[config.mk]
export PLATFORM = sky130hd
export DESIGN_NAME = dpm_access_arbiter_flat
export DESIGN_NICKNAME = d
export VERILOG_FILES = /design/src/rtl/dpm_access_arbiter_pkg.sv /design/src/rtl/dpm_access_arbiter_if.sv /design/src/rtl/dpm_access_arbiter_rr_arb2.sv /design/src/rtl/dpm_access_arbiter.sv /design/src/flat_wrapper.sv
export SDC_FILE = /design/constraint.sdc
export NUM_CORES = 1
export LEC_CHECK = 0
export CORE_MARGIN = 2
export CORE_UTILIZATION = 47
export CTS_CLUSTER_SIZE = 12
export DETAILED_ROUTE_END_ITERATION = 8
export HOLD_SLACK_MARGIN = 0.02
export MAX_ROUTING_LAYER = met4
export PLACE_DENSITY_LB_ADDON = 0.1
export SLEW_MARGIN = 20
export SYNTH_ARGS = -nofsm -noshare
export SYNTH_HDL_FRONTEND = slang
export SYNTH_HIERARCHICAL = 1
export SYNTH_SLANG_ARGS = --single-unit
[constraint.sdc]
create_clock -name Clk -period 8.6 [get_ports Clk]
set_input_delay 0.86 -clock Clk [delete_from_list [all_inputs] [get_ports Clk]]
set_output_delay 0.86 -clock Clk [all_outputs]
set_load 0.005 [all_outputs]
[src/rtl/dpm_access_arbiter_pkg.sv]
// ============================================================================
// Module   : dpm_pkg
// Brief    : Shared constants and state encoding for the 16x32 DPM arbiter.
// Revision : 1.0  initial release
// ============================================================================
`default_nettype none

package dpm_pkg;

  localparam int unsigned ADDR_W = 4;
  localparam int unsigned DATA_W = 32;
  localparam int unsigned DEPTH  = 2 ** ADDR_W;

  localparam int unsigned c_PORT0 = 0;
  localparam int unsigned c_PORT1 = 1;

  typedef enum logic [0:0] {
    ST_IDLE  = 1'b0,
    ST_CLEAR = 1'b1
  } state_t;

endpackage

`default_nettype wire

[src/rtl/dpm_access_arbiter_if.sv]
// ============================================================================
// Module   : dpm_access_arbiter_if
// Brief    : Requester-side handshake bundle for both arbiter ports.
// Revision : 1.0  initial release
// ============================================================================
`default_nettype none

interface dpm_access_arbiter_if;
  import dpm_pkg::*;

  logic              req0;
  logic              we0;
  logic [ADDR_W-1:0] addr0;
  logic [DATA_W-1:0] wdata0;
  logic              gnt0;
  logic              rvalid0;

  logic              req1;
  logic              we1;
  logic [ADDR_W-1:0] addr1;
  logic [DATA_W-1:0] wdata1;
  logic              gnt1;
  logic              rvalid1;

  logic [DATA_W-1:0] rdata;

  modport master (
    output req0, we0, addr0, wdata0,
    output req1, we1, addr1, wdata1,
    input  gnt0, rvalid0, gnt1, rvalid1, rdata
  );

  modport slave (
    input  req0, we0, addr0, wdata0,
    input  req1, we1, addr1, wdata1,
    output gnt0, rvalid0, gnt1, rvalid1, rdata
  );

endinterface

`default_nettype wire

[src/rtl/dpm_access_arbiter_rr_arb2.sv]
// ============================================================================
// Module   : rr_arb2
// Brief    : Two-requester round-robin arbiter; pointer holds last granted port.
// Revision : 1.0  initial release
// ============================================================================
`default_nettype none

module rr_arb2 (
  input  logic       Clk,
  input  logic       Rst,
  input  logic       i_en,
  input  logic [1:0] i_req,
  output logic [1:0] o_gnt
);

  logic r_ptr;

  // On conflict the port that was not granted last wins.
  always_comb begin
    o_gnt = 2'b00;
    if (i_en) begin
      case (i_req)
        2'b01:   o_gnt = 2'b01;
        2'b10:   o_gnt = 2'b10;
        2'b11:   o_gnt = r_ptr ? 2'b01 : 2'b10;
        default: o_gnt = 2'b00;
      endcase
    end
  end

  always_ff @(posedge Clk or negedge Rst) begin
    if (!Rst) begin
      r_ptr <= 1'b1;
    end else if (o_gnt[0]) begin
      r_ptr <= 1'b0;
    end else if (o_gnt[1]) begin
      r_ptr <= 1'b1;
    end
  end

endmodule

`default_nettype wire

[src/rtl/dpm_access_arbiter.sv]
// ============================================================================
// Module   : dpm_access_arbiter
// Brief    : Shares DPM write/read ports between two requesters; clear sequencer.
// Revision : 1.0  initial release
// ============================================================================
`default_nettype none

module dpm_access_arbiter
  import dpm_pkg::*;
(
  input  logic                Clk,
  input  logic                Rst,
  dpm_access_arbiter_if.slave bus,
  input  logic                clr_req,
  output logic                clr_busy,
  output logic                clr_done,
  output logic                Wr_en,
  output logic [ADDR_W-1:0]   Wr_addr,
  output logic [DATA_W-1:0]   Data_in,
  output logic                Rd_en,
  output logic [ADDR_W-1:0]   Rd_addr,
  input  logic [DATA_W-1:0]   Mem_Data_out
);

  localparam logic [ADDR_W-1:0] c_LAST = ADDR_W'(DEPTH - 1);

  state_t            r_state;
  logic [ADDR_W-1:0] r_clr_cnt;
  logic [1:0]        r_wr_gnt;
  logic [1:0]        r_rd_gnt;
  logic [1:0]        r_rvalid;
  logic [DATA_W-1:0] r_rdata;
  logic              r_clr_busy;
  logic              r_clr_done;
  logic              r_wr_en;
  logic [ADDR_W-1:0] r_wr_addr;
  logic [DATA_W-1:0] r_data_in;
  logic              r_rd_en;
  logic [ADDR_W-1:0] r_rd_addr;

  logic              w_arb_en;
  logic [1:0]        w_busy_gnt;
  logic [1:0]        w_wr_req;
  logic [1:0]        w_wr_gnt;
  logic [1:0]        w_rd_req;
  logic [1:0]        w_rd_gnt;
  logic              w_wr_any;
  logic [ADDR_W-1:0] w_wr_addr;
  logic [DATA_W-1:0] w_wr_data;
  logic [ADDR_W-1:0] w_rd_addr;
  logic [ADDR_W-1:0] w_cnt_nxt;

  assign w_arb_en   = (r_state == ST_IDLE) && !clr_req;
  // A requester still sees its old request during its grant cycle; ignore it.
  assign w_busy_gnt = r_wr_gnt | r_rd_gnt;

  assign w_wr_req[c_PORT0] = bus.req0 & bus.we0 & ~w_busy_gnt[c_PORT0];
  assign w_wr_req[c_PORT1] = bus.req1 & bus.we1 & ~w_busy_gnt[c_PORT1];

  rr_arb2 u_wr_arb (
    .Clk   (Clk),
    .Rst   (Rst),
    .i_en  (w_arb_en),
    .i_req (w_wr_req),
    .o_gnt (w_wr_gnt)
  );

  assign w_wr_any  = |w_wr_gnt;
  assign w_wr_addr = w_wr_gnt[c_PORT1] ? bus.addr1  : bus.addr0;
  assign w_wr_data = w_wr_gnt[c_PORT1] ? bus.wdata1 : bus.wdata0;

  // Reads colliding with this cycle's write are held back so they return new data.
  assign w_rd_req[c_PORT0] = bus.req0 & ~bus.we0 & ~w_busy_gnt[c_PORT0] &
                             ~(w_wr_any && (bus.addr0 == w_wr_addr));
  assign w_rd_req[c_PORT1] = bus.req1 & ~bus.we1 & ~w_busy_gnt[c_PORT1] &
                             ~(w_wr_any && (bus.addr1 == w_wr_addr));

  rr_arb2 u_rd_arb (
    .Clk   (Clk),
    .Rst   (Rst),
    .i_en  (w_arb_en),
    .i_req (w_rd_req),
    .o_gnt (w_rd_gnt)
  );

  assign w_rd_addr = w_rd_gnt[c_PORT1] ? bus.addr1 : bus.addr0;
  assign w_cnt_nxt = r_clr_cnt + ADDR_W'(1);

  always_ff @(posedge Clk or negedge Rst) begin
    if (!Rst) begin
      r_state    <= ST_IDLE;
      r_clr_cnt  <= '0;
      r_wr_gnt   <= '0;
      r_rd_gnt   <= '0;
      r_rvalid   <= '0;
      r_rdata    <= '0;
      r_clr_busy <= 1'b0;
      r_clr_done <= 1'b0;
      r_wr_en    <= 1'b0;
      r_wr_addr  <= '0;
      r_data_in  <= '0;
      r_rd_en    <= 1'b0;
      r_rd_addr  <= '0;
    end else begin
      // Read capture runs in every state so a read granted just before CLEAR completes.
      r_rvalid <= r_rd_gnt;
      if (r_rd_en) begin
        r_rdata <= Mem_Data_out;
      end

      case (r_state)
        ST_IDLE: begin
          r_wr_gnt   <= w_wr_gnt;
          r_rd_gnt   <= w_rd_gnt;
          r_wr_en    <= w_wr_any;
          r_rd_en    <= |w_rd_gnt;
          r_clr_done <= 1'b0;
          if (w_wr_any) begin
            r_wr_addr <= w_wr_addr;
            r_data_in <= w_wr_data;
          end
          if (|w_rd_gnt) begin
            r_rd_addr <= w_rd_addr;
          end
          if (clr_req) begin
            r_state    <= ST_CLEAR;
            r_clr_cnt  <= '0;
            r_clr_busy <= 1'b1;
            r_wr_en    <= 1'b1;
            r_wr_addr  <= '0;
            r_data_in  <= '0;
          end
        end

        ST_CLEAR: begin
          r_wr_gnt <= '0;
          r_rd_gnt <= '0;
          r_rd_en  <= 1'b0;
          if (r_clr_cnt == c_LAST) begin
            r_state    <= ST_IDLE;
            r_clr_busy <= 1'b0;
            r_clr_done <= 1'b0;
            r_wr_en    <= 1'b0;
          end else begin
            r_clr_cnt  <= w_cnt_nxt;
            r_wr_en    <= 1'b1;
            r_wr_addr  <= w_cnt_nxt;
            r_data_in  <= '0;
            r_clr_done <= (w_cnt_nxt == c_LAST);
          end
        end

        default: r_state <= ST_IDLE;
      endcase
    end
  end

  assign bus.gnt0    = w_busy_gnt[c_PORT0];
  assign bus.gnt1    = w_busy_gnt[c_PORT1];
  assign bus.rvalid0 = r_rvalid[c_PORT0];
  assign bus.rvalid1 = r_rvalid[c_PORT1];
  assign bus.rdata   = r_rdata;

  assign clr_busy = r_clr_busy;
  assign clr_done = r_clr_done;
  assign Wr_en    = r_wr_en;
  assign Wr_addr  = r_wr_addr;
  assign Data_in  = r_data_in;
  assign Rd_en    = r_rd_en;
  assign Rd_addr  = r_rd_addr;

endmodule

`default_nettype wire
[src/flat_wrapper.sv]
// flat-port wrapper written by rule: the top's interface ports become plain ports
module dpm_access_arbiter_flat import dpm_pkg::*;
  (Clk, Rst, clr_req, clr_busy, clr_done, Wr_en, Wr_addr, Data_in, Rd_en, Rd_addr, Mem_Data_out, bus_req0, bus_we0, bus_addr0, bus_wdata0, bus_req1, bus_we1, bus_addr1, bus_wdata1, bus_gnt0, bus_rvalid0, bus_gnt1, bus_rvalid1, bus_rdata);
  dpm_access_arbiter_if bus_i ();
  input  logic Clk;
  input  logic Rst;
  input  logic clr_req;
  output logic clr_busy;
  output logic clr_done;
  output logic Wr_en;
  output logic [ADDR_W-1:0] Wr_addr;
  output logic [DATA_W-1:0] Data_in;
  output logic Rd_en;
  output logic [ADDR_W-1:0] Rd_addr;
  input  logic [DATA_W-1:0] Mem_Data_out;
  input wire logic [$bits(bus_i.req0)-1:0] bus_req0;
  input wire logic [$bits(bus_i.we0)-1:0] bus_we0;
  input wire logic [$bits(bus_i.addr0)-1:0] bus_addr0;
  input wire logic [$bits(bus_i.wdata0)-1:0] bus_wdata0;
  input wire logic [$bits(bus_i.req1)-1:0] bus_req1;
  input wire logic [$bits(bus_i.we1)-1:0] bus_we1;
  input wire logic [$bits(bus_i.addr1)-1:0] bus_addr1;
  input wire logic [$bits(bus_i.wdata1)-1:0] bus_wdata1;
  output wire logic [$bits(bus_i.gnt0)-1:0] bus_gnt0;
  output wire logic [$bits(bus_i.rvalid0)-1:0] bus_rvalid0;
  output wire logic [$bits(bus_i.gnt1)-1:0] bus_gnt1;
  output wire logic [$bits(bus_i.rvalid1)-1:0] bus_rvalid1;
  output wire logic [$bits(bus_i.rdata)-1:0] bus_rdata;
  assign bus_i.req0 = bus_req0;
  assign bus_i.we0 = bus_we0;
  assign bus_i.addr0 = bus_addr0;
  assign bus_i.wdata0 = bus_wdata0;
  assign bus_i.req1 = bus_req1;
  assign bus_i.we1 = bus_we1;
  assign bus_i.addr1 = bus_addr1;
  assign bus_i.wdata1 = bus_wdata1;
  assign bus_gnt0 = bus_i.gnt0;
  assign bus_rvalid0 = bus_i.rvalid0;
  assign bus_gnt1 = bus_i.gnt1;
  assign bus_rvalid1 = bus_i.rvalid1;
  assign bus_rdata = bus_i.rdata;
  dpm_access_arbiter u_core (.Clk(Clk), .Rst(Rst), .bus(bus_i), .clr_req(clr_req), .clr_busy(clr_busy), .clr_done(clr_done), .Wr_en(Wr_en), .Wr_addr(Wr_addr), .Data_in(Data_in), .Rd_en(Rd_en), .Rd_addr(Rd_addr), .Mem_Data_out(Mem_Data_out));
endmodule
; After elaboration in Yosys (flattened, before gate mapping)
; Cells that the tools add are included.
; Widths: inputs -> output; s select.
[classes]
reduce_logical = 12
n_eq_ne = 14
bitwise_logic = 18
mux = 36
add_sub_neg = 1
[op_table]
columns = op, count
row1 = $mux 32, 4
row2 = $pmux 32 s2, 1
row3 = $mux 4, 6
row4 = $pmux 4 s2, 2
row5 = $pmux 2 s3, 2
row6 = $and 1x1->1, 10
row7 = $mux 1, 10
row8 = $pmux 1 s2, 5
row9 = $eq 2x2->1 const B, 4
row10 = $eq 4x4->1, 2
row11 = $eq 4x4->1 const B, 2
row12 = $mux 2, 4
row13 = $pmux 2 s2, 2
row14 = $reduce_and 2->1, 4
row15 = $not 1->1, 7
row16 = $ne 2x2->1 const B, 3
row17 = $add 4x1->4 const B, 1
row18 = $eq 2x1->1 const B, 2
row19 = $reduce_bool 2->1, 2
row20 = $reduce_or 2->1, 2
row21 = $logic_and 1x1->1, 3
row22 = $ne 3x2->1 const B, 1
row23 = $or 2x2->2, 1
row24 = $logic_not 1->1, 1
[totals]
register_bits = 89
in_bits = 111

; Depth between registers and ports, before layout
[depth]
depth_word = 16
depth_mapped = 15

; By module
; Netlist, hierarchy kept.
[by_module_without_submodules]
columns = module, cells_each, area_per_inst_um2, seq_area_each_um2, instances
row1 = dpm_access_arbiter, 324, 4426.7, 2177.1, 1
row2 = rr_arb2, 8, 62.6, 26.3, 2

; Least setup slack after synthesis
; Ideal clock, no wire load.
[synth_path]
kind = in2reg
from = input port clr_req
to = register u_core.r_rd_addr[0] (netlist: u_core/Rd_addr[0])
slack_ns = 5.139
path_stages = 15
t_arrival_ns = 3.319
setup_ns = 0.143
t_required_ns = 8.457
path_buffers = 5
cell_sequence = buf_2 or2_1 clkinv_1 nand2_1 a21oi_1 buf_4 buf_8 buf_4 a2111oi_1 nand2_1 a21oi_1 buf_1 o21bai_1 nand2_1 o21ai_0
[synth_via]
elab_chain_cells = 13
[synth_lines]
columns = element, line
row1 = from (decl), flat_wrapper.sv:7  ; input logic clr_req;
row2 = $logic_not 1->1 *, dpm_access_arbiter.sv:53  ; assign w_arb_en = (r_state == ST_IDLE) && !clr_req;
row3 = $logic_and 1x1->1 *, dpm_access_arbiter.sv:53
row4 = named net u_core.w_arb_en, dpm_access_arbiter.sv:41  ; logic w_arb_en;
row5 = $mux 2 *, dpm_access_arbiter_rr_arb2.sv:21  ; if (i_en) begin
row6 = named net u_core.w_wr_gnt[1], dpm_access_arbiter.sv:44  ; logic [1:0] w_wr_gnt;
row7 = $mux 4, dpm_access_arbiter.sv:69  ; assign w_wr_addr = w_wr_gnt[c_PORT1] ? bus.addr1 : bus.addr0;
row8 = $eq 4x4->1, dpm_access_arbiter.sv:76  ; ~(w_wr_any && (bus.addr1 == w_wr_addr));
row9 = $logic_and 1x1->1 *, dpm_access_arbiter.sv:76
row10 = $not 1->1 *, dpm_access_arbiter.sv:76
row11 = $and 1x1->1 *, dpm_access_arbiter.sv:75  ; assign w_rd_req[c_PORT1] = bus.req1 & ~bus.we1 & ~w_busy_gnt[c_PORT1] &
row12 = named net u_core.w_rd_req[1], dpm_access_arbiter.sv:45  ; logic [1:0] w_rd_req;
row13 = $eq 2x2->1 / $eq 2x1->1 (equally long branches), dpm_access_arbiter_rr_arb2.sv:22  ; case (i_req)
row14 = $pmux 2 s3 *, dpm_access_arbiter_rr_arb2.sv:22
row15 = $mux 2 *, dpm_access_arbiter_rr_arb2.sv:21
row16 = named net u_core.w_rd_gnt[1], dpm_access_arbiter.sv:46  ; logic [1:0] w_rd_gnt;
row17 = $reduce_or 2->1, dpm_access_arbiter.sv:122  ; if (|w_rd_gnt) begin
row18 = $reduce_and 2->1 (no source line), n/a
row19 = to (signal assigned), dpm_access_arbiter.sv:123  ; r_rd_addr <= w_rd_addr;
row20 = to (decl), dpm_access_arbiter.sv:39  ; logic [ADDR_W-1:0] r_rd_addr;
; Mark *: on every way through the listed nets, which the timed path passes. The rest lies on a longest branch.
; A chain may end at the register's enable or synchronous reset.

; Worst setup path after layout
[layout_path]
from = input port clr_req
to = register u_core.r_rd_addr[2] (netlist: u_core/Rd_addr[2])
; The elaborated chain is that of the path after synthesis.

==> metrics.md <==
| Metric | Value |
|---|---|
| Status | `complete, no violations` |
| 1st-iter DRT viols | `88` |
| Setup Fix Bufs, Post-CTS | `0` |
| Power density over cell area | `233.2 nW/µm²` |
| Final wirelength | `11.43 mm` |
| Netlist cell types | `46` |
| Synth Register Bits | `89` |
| Final ANT Viol Nets | `0` |
| Clock Skew | `15.77 ps` |
| DRC | `0` |
| RR Startpoint | `u_core/r_state` |
| Worst R2R End | `u_core/Rd_addr[1]` |
| Final worst slack | `4215 ps` |
| Fmax | `228.1 MHz` |
| Dpl hpwl | `8.271 mm` |
| Hold Crit Start | `u_core/r_rd_gnt[0]` |
| Final Hold Viols | `0` |
| Layout fillers | `700` |
| Most common cell after layout, fill and taps aside | `clkdlybuf4s50_1` |
| Clock sink count | `89` |
| FF-to-FF setup slack | `4930 ps` |
| RSZ-0062 raised after global routing | `false` |
| Placed Instances | `634` |
| Die X-Extent | `102.4 µm` |
| Nets | `629` |
| Main area contributors after synthesis | `dfrtp_1, o41ai_2, mux2i_1` |
| Core area | `9328 µm²` |
| Worst Path Required | `8810 ps` |
| Number of flops mapped to enable cells by yosys | `0` |
| Worst Path Arrival | `4600 ps` |
| Worst Setup End Kind | `flop` |
| GR Util All Layers | `0.2247` |
| Drt first pass iters | `4` |
| Die Y-Extent | `102.4 µm` |
| Drt wl/cell | `17.58 µm` |
| Port bufs | `190` |
| Pleak | `2.805 nW` |
| Clk_lat worst skew | `350 ps` |
| Worst slack at placement | `3842 ps` |
| Worst hold path depth | `0` |
| CTS tree | `done` |
| Most frequent cells in the layout | `clkdlybuf4s50_1, dfrtp_1, mux2i_1` |
| Avg Inst Size Synth | `13.39 µm²` |
| Hold Path Sink | `u_core/r_rvalid[0]` |
| Htree depth | `3` |
| Mapped Cells | `340` |
| Cts-stage hold buffer count | `0` |
| Final Cycle Share | `0.5098` |
| Die area | `10490 µm²` |
| Initial core utilization | `0.4880` |
| Final global-route overflow total | `0` |
| N_diodes | `0` |
| Max Root-Sink Buffers | `2` |
| Post-synth top area cell | `dfrtp_1` |
| Post-cts sizing count | `0` |
| Initial antenna violation count | `0` |
| Final slew viol count | `0` |
| Final setup TNS | `0 ps` |
| Clock Tree Root | `clkbuf_8` |
| Crit path max fanout | `36` |
| Max_cap viols | `0` |
| Post-synthesis sequential area ratio | `0.4898` |
| Cell area after synthesis | `4552 µm²` |
| Multi-input gate area | `2073 µm²` |
| Warnings from Yosys | `6` |
| Via count | `3464` |
| Pin count of the biggest net entering global routing | `90` |
| Cts bufs inserted | `9` |
| Least-Margin Pin Slew | `996.0 ps` |
| Async set or reset register ratio after synthesis | `1.000` |
| Vias in the first global route | `3426` |
| Clock transition at the registers of the reported paths | `100 ps` |
| Critical path class | `input port to flop` |
| Final Core Density | `0.7132` |
| Relative slew slack | `0.3360` |
| # IOs | `191` |
| First-pass GRT wire length | `17.82 mm` |
| Hold WC Path Type | `flop to flop` |
| Routability congestion estimate | `0.7976` |
| Max rail drop VDD | `179.9 µV` |
| CP Launch Type | `input port` |
| Mapped Nets | `453` |
| Area delta synth->final | `46.15%` |
| Vias per cell | `5.329` |
| Setup crit start | `clr_req` |
| Reg area | `2231 µm²` |
| Crit path time final | `4385 ps` |
| Post-synth top flop | `dfrtp_1` |
| FF-to-FF path depth | `10` |
| Yosys top cell area share | `0.4783` |
| Rows | `35` |
| Final setup viols | `0` |
| Finished Layout Cells | `650` |
| Layout cells sized above 1 | `0.2457` |
state kept, by name, indices dropped and copies added, names as in the netlist:
signal                 cells
u_core/Data_in            32
u_core/bus.rdata          32
u_core/Rd_addr             4
u_core/Wr_addr             4
u_core/r_clr_cnt           4
u_core/r_rd_gnt            2
u_core/r_rvalid            2
u_core/r_wr_gnt            2
u_core/Rd_en               1
u_core/Wr_en               1
u_core/clr_busy            1
u_core/clr_done            1
u_core/r_state             1
u_core/u_rd_arb/r_ptr      1
u_core/u_wr_arb/r_ptr      1
synthesized netlist by cell type (2+ instances only):
library cell,number
o21ai_0,4
buf_6,3
buf_2,10
nor2b_1,6
o22a_1,2
a21oi_2,2
nor2_1,5
nand2_1,13
a21oi_1,10
and3_1,5
o41ai_1,4
buf_1,2
clkbuf_1,2
mux2_1,2
buf_8,5
xor2_1,5
inv_1,8
o21ai_2,32
dfstp_2,2
ha_1,2
a22o_1,2
buf_4,7
mux2i_1,39
nand3_1,2
o41ai_2,28
dfrtp_1,87
mux2_2,32
power by group:
part | total (mW) | switching (mW) | internal (mW) | leakage (nW)
clock network | 0.323 | 0.156 | 0.167 | 0.112
registers | 0.613 | 0.0753 | 0.538 | 1.18
logic | 0.615 | 0.263 | 0.352 | 1.51
per-stage QoR:
step	power, mW	hold WS [ps]	area (µm²)
after CTS	1.568	392.5	6649
after global placement	1.223	358.8	6424
after global routing	1.644	414.1	6653
after detailed placement	1.241	368.9	6424
final	1.552	393.3	6653
after floorplan	0.9318	354.3	4552
cell families after synthesis:
logic type                 Yosys count  synth area share
xor gates and xnor gates             6           0.01154
buffers and inverters               38           0.05717
and+or+nand+nor                     40           0.05141
AOI/OAI and AO/OA                   91            0.2114
adders and majority gates            2          0.005497
muxes                               74            0.1732
DFF                                 89            0.4898
routing by layer:
metal,track usage,wire [µm]
met1,0.2844,4875
met2,0.3725,5712
met3,0.03899,673
met4,0.06462,168
met5,-,0
how the worst max path moves through the flow:
stage	end	cells after the start
after CTS	u_core/Rd_addr[3]	12
after global routing	u_core/Rd_addr[2]	12
after global placement	u_core/Rd_addr[3]	11
final	u_core/Rd_addr[2]	12
after detailed placement	u_core/Rd_addr[3]	12
after floorplan	u_core/Rd_addr[0]	15
critical path, stage by stage:
cell       delay [ps]
buf_2             740
or2_1             300
clkinv_1          250
nand2_1           230
a21oi_4           140
buf_4             330
a2111oi_1         500
nand2_1           160
a21oi_1           530
o21bai_1          310
nand2_1           130
o21ai_0            80
area by class of cell:
| cell class | count | share of cell area |
|---|---|---|
| inverter | 9 | 0.005078 |
| clock inverter | 7 | 0.01523 |
| clock buffer | 9 | 0.01862 |
| timing repair buffer | 194 | 0.2898 |
| sequential | 89 | 0.3353 |
| multi-input combinational | 213 | 0.3116 |
| tap | 129 | 0.02426 |
Note: power is estimated with default switching activity, not from simulation.
